### src/rtl/job_dispatcher.sv
// Job dispatcher: queues job IDs in a 4-entry FIFO, launches them one at a time on a
// worker, watches for completion or timeout and reports each result over a handshake.
module job_dispatcher #(
    parameter int TIMEOUT_CYCLES = 16,
    parameter int FIFO_DEPTH     = 4
) (
    input  logic       clk,
    input  logic       reset,
    input  logic       req_valid,
    input  logic [3:0] req_id,
    output logic       req_ready,
    output logic       start,
    input  logic       worker_busy,
    input  logic       worker_done,
    output logic       cmp_valid,
    output logic [3:0] cmp_id,
    output logic       cmp_timeout,
    input  logic       cmp_ready,
    output logic [2:0] fifo_count,
    output logic [7:0] jobs_done,
    output logic [7:0] timeout_count
);

    localparam logic [1:0] IDLE      = 2'd0;
    localparam logic [1:0] LAUNCH    = 2'd1;
    localparam logic [1:0] WAIT_DONE = 2'd2;
    localparam logic [1:0] REPORT    = 2'd3;

    localparam logic [2:0] FULL_COUNT = 3'(FIFO_DEPTH);
    localparam logic [7:0] LAST_TICK  = 8'(TIMEOUT_CYCLES - 1);

    logic [1:0] state_reg, state_next;
    logic [1:0] wr_ptr_reg, wr_ptr_next;
    logic [1:0] rd_ptr_reg, rd_ptr_next;
    logic [2:0] count_reg, count_next;
    logic [7:0] timer_reg, timer_next;
    logic [3:0] cur_id_reg;
    logic       timeout_reg, timeout_next;
    logic [7:0] jobs_reg, jobs_next;
    logic [7:0] tmo_cnt_reg, tmo_cnt_next;

    logic [3:0] fifo_mem [0:3];
    logic       push;
    logic       pop;

    assign req_ready = (count_reg != FULL_COUNT);
    assign push      = req_valid && req_ready;
    assign pop       = (state_reg == IDLE) && (count_reg != 3'd0) && !worker_busy;

    always_comb begin
        state_next   = state_reg;
        timer_next   = timer_reg;
        timeout_next = timeout_reg;
        jobs_next    = jobs_reg;
        tmo_cnt_next = tmo_cnt_reg;
        wr_ptr_next  = push ? wr_ptr_reg + 2'd1 : wr_ptr_reg;
        rd_ptr_next  = pop ? rd_ptr_reg + 2'd1 : rd_ptr_reg;

        case ({push, pop})
            2'b10:   count_next = count_reg + 3'd1;
            2'b01:   count_next = count_reg - 3'd1;
            default: count_next = count_reg;
        endcase

        case (state_reg)
            IDLE: begin
                if (pop) begin
                    state_next = LAUNCH;
                end
            end
            LAUNCH: begin
                timer_next = 8'd0;
                state_next = WAIT_DONE;
            end
            WAIT_DONE: begin
                timer_next = timer_reg + 8'd1;
                // A completion arriving on the expiry cycle still counts as success.
                if (worker_done) begin
                    timeout_next = 1'b0;
                    state_next   = REPORT;
                end else if (timer_reg == LAST_TICK) begin
                    timeout_next = 1'b1;
                    state_next   = REPORT;
                end
            end
            REPORT: begin
                if (cmp_ready) begin
                    jobs_next = jobs_reg + 8'd1;
                    if (timeout_reg && (tmo_cnt_reg != 8'hFF)) begin
                        tmo_cnt_next = tmo_cnt_reg + 8'd1;
                    end
                    state_next = IDLE;
                end
            end
            default: state_next = IDLE;
        endcase
    end

    always_ff @(posedge clk) begin
        if (!reset) begin
            state_reg   <= IDLE;
            wr_ptr_reg  <= 2'd0;
            rd_ptr_reg  <= 2'd0;
            count_reg   <= 3'd0;
            timer_reg   <= 8'd0;
            cur_id_reg  <= 4'd0;
            timeout_reg <= 1'b0;
            jobs_reg    <= 8'd0;
            tmo_cnt_reg <= 8'd0;
        end else begin
            state_reg   <= state_next;
            wr_ptr_reg  <= wr_ptr_next;
            rd_ptr_reg  <= rd_ptr_next;
            count_reg   <= count_next;
            timer_reg   <= timer_next;
            timeout_reg <= timeout_next;
            jobs_reg    <= jobs_next;
            tmo_cnt_reg <= tmo_cnt_next;
            if (pop) begin
                cur_id_reg <= fifo_mem[rd_ptr_reg];
            end
        end
    end

    // Queue storage carries no reset so it can map onto distributed/block RAM.
    always_ff @(posedge clk) begin
        if (push) begin
            fifo_mem[wr_ptr_reg] <= req_id;
        end
    end

    assign start         = (state_reg == LAUNCH);
    assign cmp_valid     = (state_reg == REPORT);
    assign cmp_id        = cur_id_reg;
    assign cmp_timeout   = timeout_reg;
    assign fifo_count    = count_reg;
    assign jobs_done     = jobs_reg;
    assign timeout_count = tmo_cnt_reg;

endmodule

### config.mk
export PLATFORM = sky130hd
export DESIGN_NAME = job_dispatcher
export DESIGN_NICKNAME = d
export VERILOG_FILES = /design/src/rtl/job_dispatcher.sv
export SDC_FILE = /design/constraint.sdc
export NUM_CORES = 1
export LEC_CHECK = 0
export CAP_MARGIN = 20
export CORE_MARGIN = 2
export CORE_UTILIZATION = 53
export CTS_BUF_LIST = sky130_fd_sc_hd__clkbuf_4 sky130_fd_sc_hd__clkbuf_8 sky130_fd_sc_hd__clkbuf_16
export CTS_CLUSTER_DIAMETER = 40
export DETAILED_ROUTE_END_ITERATION = 7
export PLACE_DENSITY = 0.83
export SLEW_MARGIN = 20
export SYNTH_ARGS = -nofsm -noshare
export SYNTH_HDL_FRONTEND = slang
export SYNTH_SLANG_ARGS = --single-unit
export TNS_END_PERCENT = 100
### constraint.sdc
create_clock -name clk -period 3.1 [get_ports clk]
set_input_delay 0.31 -clock clk [delete_from_list [all_inputs] [get_ports clk]]
set_output_delay 0.31 -clock clk [all_outputs]
set_load 0.02 [all_outputs]
Yosys cells after proc, flatten, opt, wreduce, memory -nomap -nowiden
Memories as Yosys holds them, arrays and structs flattened. A register that Yosys moved wholly into a read port is not among the register bits.
Index checks and enable logic that the tools add are counted.
Word-level totals
  memories: 1
  output and inout port bits: 27
  register bits after elaboration: 34
  bits in writable memories: 16
Cells by class
  muxes and demuxes: 11
  $add $sub $neg: 7
  eq/ne operators: 11
  reductions and logical operators: 15
Memory list
  fifo_mem: depth 4, width 4, rd ports 1, clocked after memory_dff 1, wr ports 1, line 42  | logic [3:0] fifo_mem [0:3];
Operator list (count)
  $add A8 B1 Y8 const B: 3
  $pmux W8 S2: 1
  $eq A8 B4 Y1 const B: 1
  $mux W2: 4
  $ne A8 B8 Y1 const B: 1
  $pmux W2 S4: 1
  $eq A2 B2 Y1 const B: 3
  $ne A3 B3 Y1 const B: 2
  $pmux W3 S2: 1
  $reduce_and A3 Y1: 2
  $reduce_bool A2 Y1: 3
  $add A2 B1 Y2 const B: 2
  $eq A2 B1 Y1 const B: 2
  $logic_and A1 B1 Y1: 4
  $mux W1: 4
  $reduce_and A2 Y1: 2
  $add A3 B1 Y3 const B: 1
  $reduce_bool A3 Y1: 1
  $sub A3 B1 Y3 const B: 1
  $logic_not A1 Y1: 2
  $logic_not A2 Y1: 1
  $ne A2 B1 Y1 const B: 1
  $ne A2 B2 Y1 const B: 1

Longest topological paths before layout
Gate-level depths: netlist of the first run.
  word-level depth: 5
  depth in mapped cells: 9
  gate-level depth less buffers: 9

Least setup slack after synthesis of the first run
Ideal clock, no wire load.
  path kind: flip-flop to flip-flop
  start point: register count_reg[2], in the netlist fifo_count[2]
  end point: register count_reg[2], in the netlist fifo_count[2]
  period minus slack after synthesis: 2.413 ns
  library setup time: 0.070 ns
  arrival: 2.343 ns
  stages on the path, launching flop included: 10
  slack: 0.687 ns
  cell sequence: dfxtp_1 > or3b_4 > and2_4 > clkinv_4 > ha_1 > inv_1 > fa_1 > xor2_1 > or3_1 > a21oi_1
Between the ends
  elaborated cells on any way between the ends: 11
  those cells by class: add/sub: 2; eq/ne: 3; mux: 1; reduce/logical: 5
RTL lines
  from (decl): line 35  | logic [2:0] count_reg, count_next;
  from (signal assigned): line 114  | count_reg <= count_next;
  $ne A3 B3 Y1 *: line 46  | assign req_ready = (count_reg != FULL_COUNT);
  via req_ready: line 11  | output logic req_ready,
  $logic_and A1 B1 Y1 *: line 47  | assign push = req_valid && req_ready;
  $eq A2 B1 Y1 or $eq A2 B2 Y1 (tied branches): line 59  | case ({push, pop})
  $pmux W3 S2 or $reduce_bool A2 Y1 (tied branches)
The timed path passes the listed nets; every way through them passes the cells marked *.
A chain may end at the register's enable or synchronous reset.

Worst setup path after layout of the first run
  start point: register count_reg[2], in the netlist fifo_count[2]
  end point: register count_reg[2], in the netlist fifo_count[2]
Between the ends
  word-level cells in the longest chain between the ends: 5
  elaborated cells on any way between the ends: 11
  those cells by class: add/sub: 2; eq/ne: 3; mux: 1; reduce/logical: 5
RTL lines
  $reduce_bool A3 Y1: line 48  | assign pop = (state_reg == IDLE) && (count_reg != 3'd0) && !worker_busy;
  $logic_and A1 B1 Y1 (2 in series): line 48
  $eq A2 B1 Y1 or $eq A2 B2 Y1 (tied branches): line 59
  $pmux W3 S2 or $reduce_bool A2 Y1 (tied branches)
Parallel ways exist; a longest one is shown, timed or not.

==> results of run 1 <==
[cell families after synthesis]
logic type,count (synthesis),synth area share
and+or+nand+nor,83,0.188
DFF,54,0.499
AOI/OAI and AO/OA,29,0.0794
buffers and inverters,19,0.0317
xor gates and xnor gates,16,0.0563
adders and majority gates,14,0.0734
muxes,13,0.0724
[layer usage]
metal  GRT usage  share of wire  vias to the layer above  wire [µm]
li1            -              -                      884          -
met5           0              0                        -          0
met4      0.0658          0.015                        0         69
met3      0.0472          0.032                        6        146
met2       0.298           0.47                       33       2130
met1       0.249           0.49                      832       2220
[Yosys cell counts, types with 2 or more instances]
cell type / n / area [µm²]
xor2_1: 8 / 70.1
xnor2_1: 8 / 70.1
edfxtp_1: 16 / 480
nor3_2: 2 / 20.0
a21oi_1: 10 / 50.1
buf_1: 2 / 7.51
mux4_2: 4 / 90.1
o21ai_1: 2 / 10.0
dfxtp_1: 38 / 761
nand2_1: 16 / 60.1
mux2i_1: 9 / 90.1
inv_1: 12 / 45.0
o21ai_0: 6 / 30.0
nand2b_1: 4 / 25.0
and3_1: 5 / 31.3
nor4_2: 2 / 25.0
nand3_1: 5 / 25.0
nand4_1: 6 / 37.5
ha_1: 13 / 163
or3_1: 5 / 31.3
buf_2: 2 / 10.0
nor2_1: 26 / 97.6
nand3_2: 2 / 20.0
[critical path, stage by stage (launching register included)]
cell,delay (ps)
dfxtp_1,420
or3b_4,440
and2_4,200
clkinv_4,50
ha_1,170
inv_1,70
fa_1,370
xor2_1,160
or3_1,300
a21oi_1,130
[stage by stage]
stage                     instances  instance area, µm²  total power [µW]
after floorplan                 228                2490              1360
after global placement          313                2910              1530
after detailed placement        313                2910              1560
after CTS                       321                3000              1950
after global routing            321                3000              2050
final                           321                3000              1930
[power by group]
group | leakage, µW | total (µW) | internal [µW] | switching, µW
sequential | 0.000455 | 895 | 810 | 85.1
combinational | 0.000541 | 646 | 328 | 318
clock | 0.0000452 | 390 | 169 | 221
[area by class of cell]
cell class              count  area [µm²]  share of cell area
inverters                  14        57.6              0.0192
well taps                  52        65.1              0.0217
flip-flops and latches     54        1240               0.414
repair buffers             38         375               0.125
clock inverters             2        13.8             0.00459
clock buffers               6        76.3              0.0255
multi-input cells         155        1170               0.390
[path summary, 6_finish.rpt]
check	startpoint	end	slack [ps]	depth (start not counted)
worst max-delay path	fifo_count[2]	fifo_count[2]	730	9
worst min-delay path	timeout_count[1]	timeout_count[1]	490	2
worst max register to register	fifo_count[2]	fifo_count[2]	730	9
worst min register to register	timeout_count[1]	timeout_count[1]	490	2
==> metrics.yaml, run 1 <==
floorplan:
  chipHeight_um: 72.5
  row_count: 24
  dieWidth_um: 72.5
  start_util: 0.560
  core_area_um2: 4440
  ioPinCount: 37
  die_area_um2: 5260
timing:
  max_freq_mhz: 422
  setup_slack_ps: 730
  fin_crit_sh: 0.765
  worstMarginPinSlew_ps: 819
  setup_viol: 0
  whs_ps: 494
  final-max-slew-violation-count: 0
  min_period_ps: 2370
  slew_headroom: 0.453
  finalHoldViolCount: 0
  totalNegativeSetupSlack_ps: 0
  rsz0062_at_grt: "false"
  clock_skew_ps: 6.34
drt:
  wl_um: 4560
  vias: 1755
  antenna_left: 0
  viasPerCell: 5.47
  drtIter0Drc: 60
  dr.pass1.iters: 4
  drc_errors: 0
  avgRoutedWirePerCell_um: 14.2
power_and_ir_drop:
  power.density_nw_per_um2: 644
  leakage_uw: 0.00104
  vdd_drop_max_mv: 0.554
setup_path:
  crit_path_end_kind: "flip-flop"
  crit_fanout: 6
  required_ps: 3330
  crit_path_start_kind: "flip-flop"
  path_class: "flip-flop to flip-flop"
  cp.arrival_ps: 2600
layout:
  drive_above_1_share: 0.108
  final_util: 0.675
  mostFrequentLayoutCell: "dfxtp_1"
  nFillCells: 352
  n_antenna_cell: 0
  max_flop_register: "fifo_mem"
  layout_common_cells: "dfxtp_1 (38), clkdlybuf4s50_1 (36), nor2_1 (26)"
  largest_reg_flops: 16
  final_nets: 292
  syn2layout_area_growth_pct: 20.5
grt:
  grt-ovfl-total: 0
  grt_pass1_vias: 1680
  antenna_found_initial: 0
  grt_pass1_wl_um: 7620
  grt_use_total: 0.187
  grt_max_degree: 25
clocking:
  clock_latency_ps: 310
  cts_made_buffers: 5
  cts-hold-fix-buffers: 0
  cts_resized: 0
  post_cts_buffers: 0
  clockBufferDepth: 2
  root_buffer: "clkbuf_8"
  tritoncts: "built"
  cts.sinks: 54
  h-tree-depth: 2
  clkSlewWorstSetupHoldPaths_ps: 90
placement:
  port_buffers: 36
  dp_hpwl_um: 3270
  dpl_worst_slack_ps: 613
  place.gp.congestion: 0.798
logic_synthesis:
  synth_cells: 228
  syn_area_um2: 2490
  yosys_register_bits: 54
  async_reset_ff_frac: 0
  synth.avg_cell_area_um2: 10.9
  synth_edf_count: 16
  synth_cell_types: 48
  seq_area_frac_synth: 0.499
  yosysWarnings: 0
  synth-main-ff-cell: "dfxtp_1"
  synth_nets: 252
outcome:
  outcome: "complete, no violations"
job:
  cap_violations: 0
min_path:
  hold_path_class: "flip-flop to flip-flop"
No activity file was read; power rests on OpenSTA's default activity.
==> inputs of run 2 (changes only) <==
==> constraint.sdc (replaced) <==
create_clock -name clk -period 2.2 [get_ports clk]
set_input_delay 0.22 -clock clk [delete_from_list [all_inputs] [get_ports clk]]
set_output_delay 0.22 -clock clk [all_outputs]
set_load 0.02 [all_outputs]
==> run 2 against run 1 <==
Effect of this change:
- combinational power rose by 63%
- cell area rose by 4.3%
- setup slack worse by 650 ps
- register-to-register slack lost 650 ps
- clock skew hardly changed
- clock power up 95%
- core utilization increased by 2.9 points
- global-route usage grew 0.20 points
- die area stayed put
- critical endpoint unchanged
- largest cell class unchanged
- highest routed layer unchanged
==> metrics.yaml, run 2 (same netlist as run 1, synthesis figures left out) <==
timing:
  clock_skew_ps: 6.63  # +0.289 ps
  whs_ps: 496  # +1.79 ps
  max_freq_mhz: 473  # +12%
  final-max-slew-violation-count: 0  # unchanged
  worstMarginPinSlew_ps: 551  # -268 ps
  min_period_ps: 2120  # -254 ps
  fin_crit_sh: 0.962  # +0.197
  finalHoldViolCount: 0  # unchanged
  slew_headroom: 0.630  # +0.177
  setup_viol: 0  # unchanged
grt:
  grt_pass1_wl_um: 7650  # +0.37%
  grt-ovfl-total: 0  # unchanged
  grt_pass1_vias: 1718  # +2.3%
  grt_max_degree: 25  # unchanged
  antenna_found_initial: 0  # unchanged
  grt_use_total: 0.189  # +0.00198
clocking:
  cts.sinks: 54  # unchanged
  cts_made_buffers: 5  # unchanged
  h-tree-depth: 2  # unchanged
  clock_latency_ps: 310  # about the same
  tritoncts: "built"
  root_buffer: "clkbuf_8"
  clockBufferDepth: 2  # unchanged
  clkSlewWorstSetupHoldPaths_ps: 90  # about the same
drt:
  wl_um: 4630  # +1.6%
  vias: 1816  # +3.5%
  dr.pass1.iters: 4  # unchanged
  drc_errors: 0  # unchanged
  avgRoutedWirePerCell_um: 14.1  # -0.54%
  viasPerCell: 5.54  # +1.3%
  drtIter0Drc: 104  # +73%
  antenna_left: 0  # unchanged
placement:
  dp_hpwl_um: 3360  # +2.7%
  port_buffers: 36  # unchanged
  placed_area_um2: 2970  # +2.3%
  place.gp.congestion: 0.783  # -1.9%
outcome:
  outcome: "complete, no violations"
layout:
  syn2layout_area_growth_pct: 25.6
  drive_above_1_share: 0.152  # +0.0444
  final_area_um2: 3130  # +4.3%
  layout_common_cells: "clkdlybuf4s50_1 (36), dfxtp_1 (35), nor2_1 (26)"
  n_antenna_cell: 0  # unchanged
  final_nets: 299  # +2.4%
  largest_reg_flops: 16  # unchanged
  mostFrequentLayoutCell: "clkdlybuf4s50_1"
  max_flop_register: "fifo_mem"
power_and_ir_drop:
  leakage_uw: 0.00110  # +5.6%
  power.density_nw_per_um2: 975  # +51%
  vdd_drop_max_mv: 0.688  # +24%
  total_power_uw: 3050  # +58%
floorplan:
  row_count: 24  # unchanged
  chipHeight_um: 72.5  # unchanged
  dieWidth_um: 72.5  # unchanged
  start_util: 0.560  # unchanged
  ioPinCount: 37  # unchanged
  die_area_um2: 5260  # unchanged
  core_area_um2: 4440  # unchanged
setup_path:
  crit_chain: "or3b_4 -> and2_4 -> clkinv_4 -> ha_4 -> inv_1 -> fa_2 -> xor2_1 -> or3_1 -> a21oi_1"
  worst-path-buf-inv: 2  # unchanged
  critPathTopFamily: "simple AND/OR/NAND/NOR gates"
  critical_path.max_stage_delay_ps: 370  # -70 ps
  required_ps: 2440  # -890 ps
  crit_path_start_kind: "flip-flop"
  path_class: "flip-flop to flip-flop"
  cp.arrival_ps: 2350  # -250 ps
  crit_path_end_kind: "flip-flop"
  crit_fanout: 3  # -3
  crit_slowest_cell: "or3b_4"
job:
  cap_violations: 0  # unchanged
min_path:
  hold_path_class: "flip-flop to flip-flop"
-- run 2: cell count changes in the layout (fill, tap and decap cells not counted), moves of 2 or more --
cell / delta
dfxtp_1: -3
bufinv_16: +2
dfxtp_2: +2
buf_4: +7
ha_1: -2
ha_4: +2
-- run 2: through the flow --
step           setup slack (ps)  setup TNS [ps]  utilization  std cells
2_1_floorplan              23.5               0            -        228
3_3_place_gp               67.4               0        0.669        319
3_5_place_dp               6.35               0        0.669        319
4_1_cts                    35.7               0        0.699        327
5_1_grt                   -5.04           -5.04        0.704        328
6_report                   83.8               0        0.704        328
-- run 2: path summary, 6_finish.rpt --
kind	startpoint	endpoint	slack, ps	cells after the start
setup / recovery	fifo_count[2]	fifo_count[2]	80	9
setup reg to reg	fifo_count[2]	fifo_count[2]	80	9
hold reg to reg	timeout_count[1]	timeout_count[1]	500	2
hold / removal	timeout_count[1]	timeout_count[1]	500	2
-- run 2: what timing repair did --
item                       in CTS  in global routing
buffers inserted                0                  1
resized for setup               0                  3
hold buffers                    0                  0
hold endpoints to repair        0                  0
setup endpoints to repair       0                  1
-- run 2: per-layer routing --
layer / vias to the layer above / share of wire / GRT usage
met4: 0 / 0.020 / 0.0761
met3: 9 / 0.036 / 0.0486
li1: 898 / - / -
met1: 876 / 0.45 / 0.225
met2: 33 / 0.50 / 0.326
met5: - / 0 / 0
-- run 2: cell type report --
| class | count | area [µm²] |
|---|---|---|
| Clock inverter | 3 | 63.8 |
| Clock buffer | 5 | 68.8 |
| Timing Repair Buffer | 45 | 428 |
| Sequential cell | 54 | 1250 |
| Fill cell | 334 | 1320 |
| Multi-Input combinational cell | 155 | 1200 |
| Inverter | 14 | 57.6 |
| Tap cell | 52 | 65.1 |
-- run 2: report_power, final --
group / internal [µW] / switching (µW) / leakage [µW]
Clock: 450 / 310 / 0.0000658
Combinational: 549 / 504 / 0.000576
Sequential: 1150 / 89.4 / 0.000456
Total: 2150 / 904 / 0.00110
-- run 2: tightest hold or removal path: stages (launching register included) --
cell	delay (ps)
dfxtp_1	340
nand2_1	70
o21ai_1	50
==> inputs of run 3 (changes only) <==
--- a/config.mk
+++ b/config.mk
@@ -6,8 +6,10 @@
 export NUM_CORES = 1
 export LEC_CHECK = 0
 export CAP_MARGIN = 20
+export CELL_PAD_IN_SITES_DETAIL_PLACEMENT = 0
+export CELL_PAD_IN_SITES_GLOBAL_PLACEMENT = 1
 export CORE_MARGIN = 2
-export CORE_UTILIZATION = 53
+export CORE_UTILIZATION = 42
 export CTS_BUF_LIST = sky130_fd_sc_hd__clkbuf_4 sky130_fd_sc_hd__clkbuf_8 sky130_fd_sc_hd__clkbuf_16
 export CTS_CLUSTER_DIAMETER = 40
 export DETAILED_ROUTE_END_ITERATION = 7
==> run 3 against run 2 <==
Effect of this change:
- fmax is 1.1% lower
- first-iteration DRC count down 32%
- sequential share of layout area up 0.13 points
- count of clock-buffer cells in the layout unchanged
- die area up 25%
- worst hold slack lost 7.7 ps
- core utilization down 17 points
- flip-flop and latch count unchanged
- power down 7.1%
- critical path depth is the same
- final cell count grew 7.3%
- clock power down 25%
- critical path type unchanged
==> metrics.yaml, run 3 (same netlist as run 1, synthesis figures left out) <==
clocking:
  clock_latency_ps: 310  # about the same
  clockBufferDepth: 2  # unchanged
  cts-hold-fix-buffers: 0  # unchanged
  root_buffer: "clkbuf_8"
  tritoncts: "built"
  cts_made_buffers: 5  # unchanged
  cts.sinks: 54  # unchanged
  h-tree-depth: 2  # unchanged
  clkSlewWorstSetupHoldPaths_ps: 90  # about the same
grt:
  grt_use_total: 0.149  # -0.0402
  grt-ovfl-total: 0  # unchanged
  antenna_found_initial: 0  # unchanged
  grt_pass1_wl_um: 7630  # -0.18%
  grt_max_degree: 20  # -20%
  grt_pass1_vias: 1664  # -3.1%
job:
  cap_violations: 0  # unchanged
setup_path:
  crit_chain: "or3b_4 -> and2_4 -> clkinv_4 -> ha_4 -> inv_2 -> fa_2 -> xor2_1 -> or3_1 -> a21oi_2"
  cp.arrival_ps: 2370  # +20 ps
  reg2reg_to: "fifo_count[2]"
  critical_path.max_stage_delay_ps: 380  # about the same
  crit_path_start_kind: "flip-flop"
  timing.rr.start: "fifo_count[2]"
  crit_fanout: 6  # +3
  ff2ff_setup_slack_ps: 60  # -20 ps
  path_class: "flip-flop to flip-flop"
  required_ps: 2430  # about the same
  critPathTopFamily: "simple AND/OR/NAND/NOR gates"
  crit_path_end_kind: "flip-flop"
  reg2reg_depth: 9  # unchanged
  crit_slowest_cell: "dfxtp_4"
  worst-path-buf-inv: 2  # unchanged
  cp.depth: 9  # unchanged
timing:
  totalNegativeSetupSlack_ps: 0  # unchanged
  setup_slack_ps: 59.4  # -24.3 ps
  setup_viol: 0  # unchanged
  worstMarginPinSlew_ps: 559  # +7.58 ps
  rsz0062_at_grt: "true"
  final-max-slew-violation-count: 0  # unchanged
  finalHoldViolCount: 0  # unchanged
  fin_crit_sh: 0.973  # +0.0111
  clock_skew_ps: 12.0  # +5.38 ps
  slew_headroom: 0.625  # -0.00509
  max_freq_mhz: 467  # -1.1%
  min_period_ps: 2140  # +24.3 ps
layout:
  layout_common_cells: "clkdlybuf4s50_1 (36), dfxtp_1 (35), nor2_1 (26)"
  drive_above_1_share: 0.159  # +0.00667
  n_antenna_cell: 0  # unchanged
  final_area_um2: 3120  # -0.32%
  largest_reg_flops: 16  # unchanged
  max_flop_register: "fifo_mem"
  multi_input_area_um2: 1190  # -0.73%
  mostFrequentLayoutCell: "clkdlybuf4s50_1"
  final_util: 0.536  # -0.168
  nFillCells: 527  # +58%
  seqCellArea_um2: 1250  # unchanged
  syn2layout_area_growth_pct: 25.2
  final_nets: 300  # +0.33%
drt:
  vias: 1765  # -2.8%
  antenna_left: 0  # unchanged
  drtIter0Drc: 71  # -32%
  viasPerCell: 5.01  # -9.4%
  drc_errors: 0  # unchanged
  avgRoutedWirePerCell_um: 13.1  # -7.2%
  wl_um: 4610  # -0.41%
  dr.pass1.iters: 4  # unchanged
min_path:
  min_from: "timeout_count[1]"
  hold_depth: 2  # unchanged
  min_to: "timeout_count[1]"
  hold_path_class: "flip-flop to flip-flop"
power_and_ir_drop:
  power.density_nw_per_um2: 909  # -6.8%
  p_clk_frac: 0.201  # -0.048
  p_int_uw: 1910  # -11%
  leakage_uw: 0.00109  # -1.1%
  combinationalPowerShare: 0.361  # +0.016
  p_switching_uw: 921  # +1.9%
  vdd_drop_max_mv: 0.559  # -19%
  p_seq_frac: 0.438  # +0.033
  swShare: 0.325  # +0.0290
floorplan:
  chipHeight_um: 81.0  # +12%
  dieWidth_um: 81.0  # +12%
  ioPinCount: 37  # unchanged
  row_count: 28  # +17%
  die_area_um2: 6560  # +25%
  core_area_um2: 5820  # +31%
  start_util: 0.428  # -0.132
placement:
  placed_area_um2: 3010  # +1.2%
  port_buffers: 36  # unchanged
  dp_hpwl_um: 3500  # +4.1%
  dpl_worst_slack_ps: 19.6  # +13.3 ps
  place.gp.congestion: 0.773  # -1.3%
outcome:
  outcome: "complete, no violations"
run 3: changes by cell type in the layout (fill, tap and decap cells not counted), sizes merged:
cell / before / now
buf: 9 / 10
bufinv: 2 / 0
inv: 13 / 15
run 3: worst max-delay path by stage:
stage	from	endpoint	slack (ps)
final	fifo_count[2]	fifo_count[2]	60
after global routing	fifo_count[2]	fifo_count[2]	-20
after CTS	fifo_count[2]	fifo_count[2]	10
after detailed placement	worker_busy	fifo_count[2]	20
after global placement	worker_busy	fifo_count[2]	80
after floorplan	fifo_count[2]	fifo_count[2]	20
run 3: layout make-up:
cell class / count / area share
Multi-Input combinational cell: 155 / 0.381
Inverter: 14 / 0.0185
Clock buffer: 5 / 0.0221
Clock inverter: 3 / 0.00843
Timing Repair Buffer: 46 / 0.140
Sequential cell: 54 / 0.400
Tap cell: 75 / 0.0301
run 3: what timing repair did:
| item | 4_1_cts | 5_1_grt |
|---|---|---|
| buffers inserted | 0 | 1 |
| setup endpoints to repair | 0 | 1 |
| gates resized for setup | 0 | 2 |
run 3: per-layer routing:
layer,part of all wire,vias to the layer above,GRT usage
li1,-,899,-
met1,0.49,842,0.191
met2,0.48,22,0.259
met3,0.025,2,0.0267
met4,0.0050,0,0.0407
met5,0,-,0
run 3: tightest hold or removal path, delay by kind of cell, from the launching register on:
family           cells  cell delay [ps]
flip-flops           1              340
AO/OA/AOI/OAI        1               50
AND/OR/NAND/NOR      1               60
run 3: metrics by stage:
stage          std cells  total power (µW)  hold WS (ps)
6_report             352              2830           488
5_1_grt              352              3000           526
4_1_cts              351              2850           496
3_5_place_dp         343              2280           482
3_3_place_gp         343              2260           468
2_1_floorplan        228              1950           319
run 3: power groups by stage:
stage	clock network (µW)	registers (µW)	logic (µW)
floorplan	0	1300	651
CTS	585	1240	1020
global placement	0	1260	1000
finish	569	1240	1020
detailed placement	0	1270	1020
global route	633	1260	1110
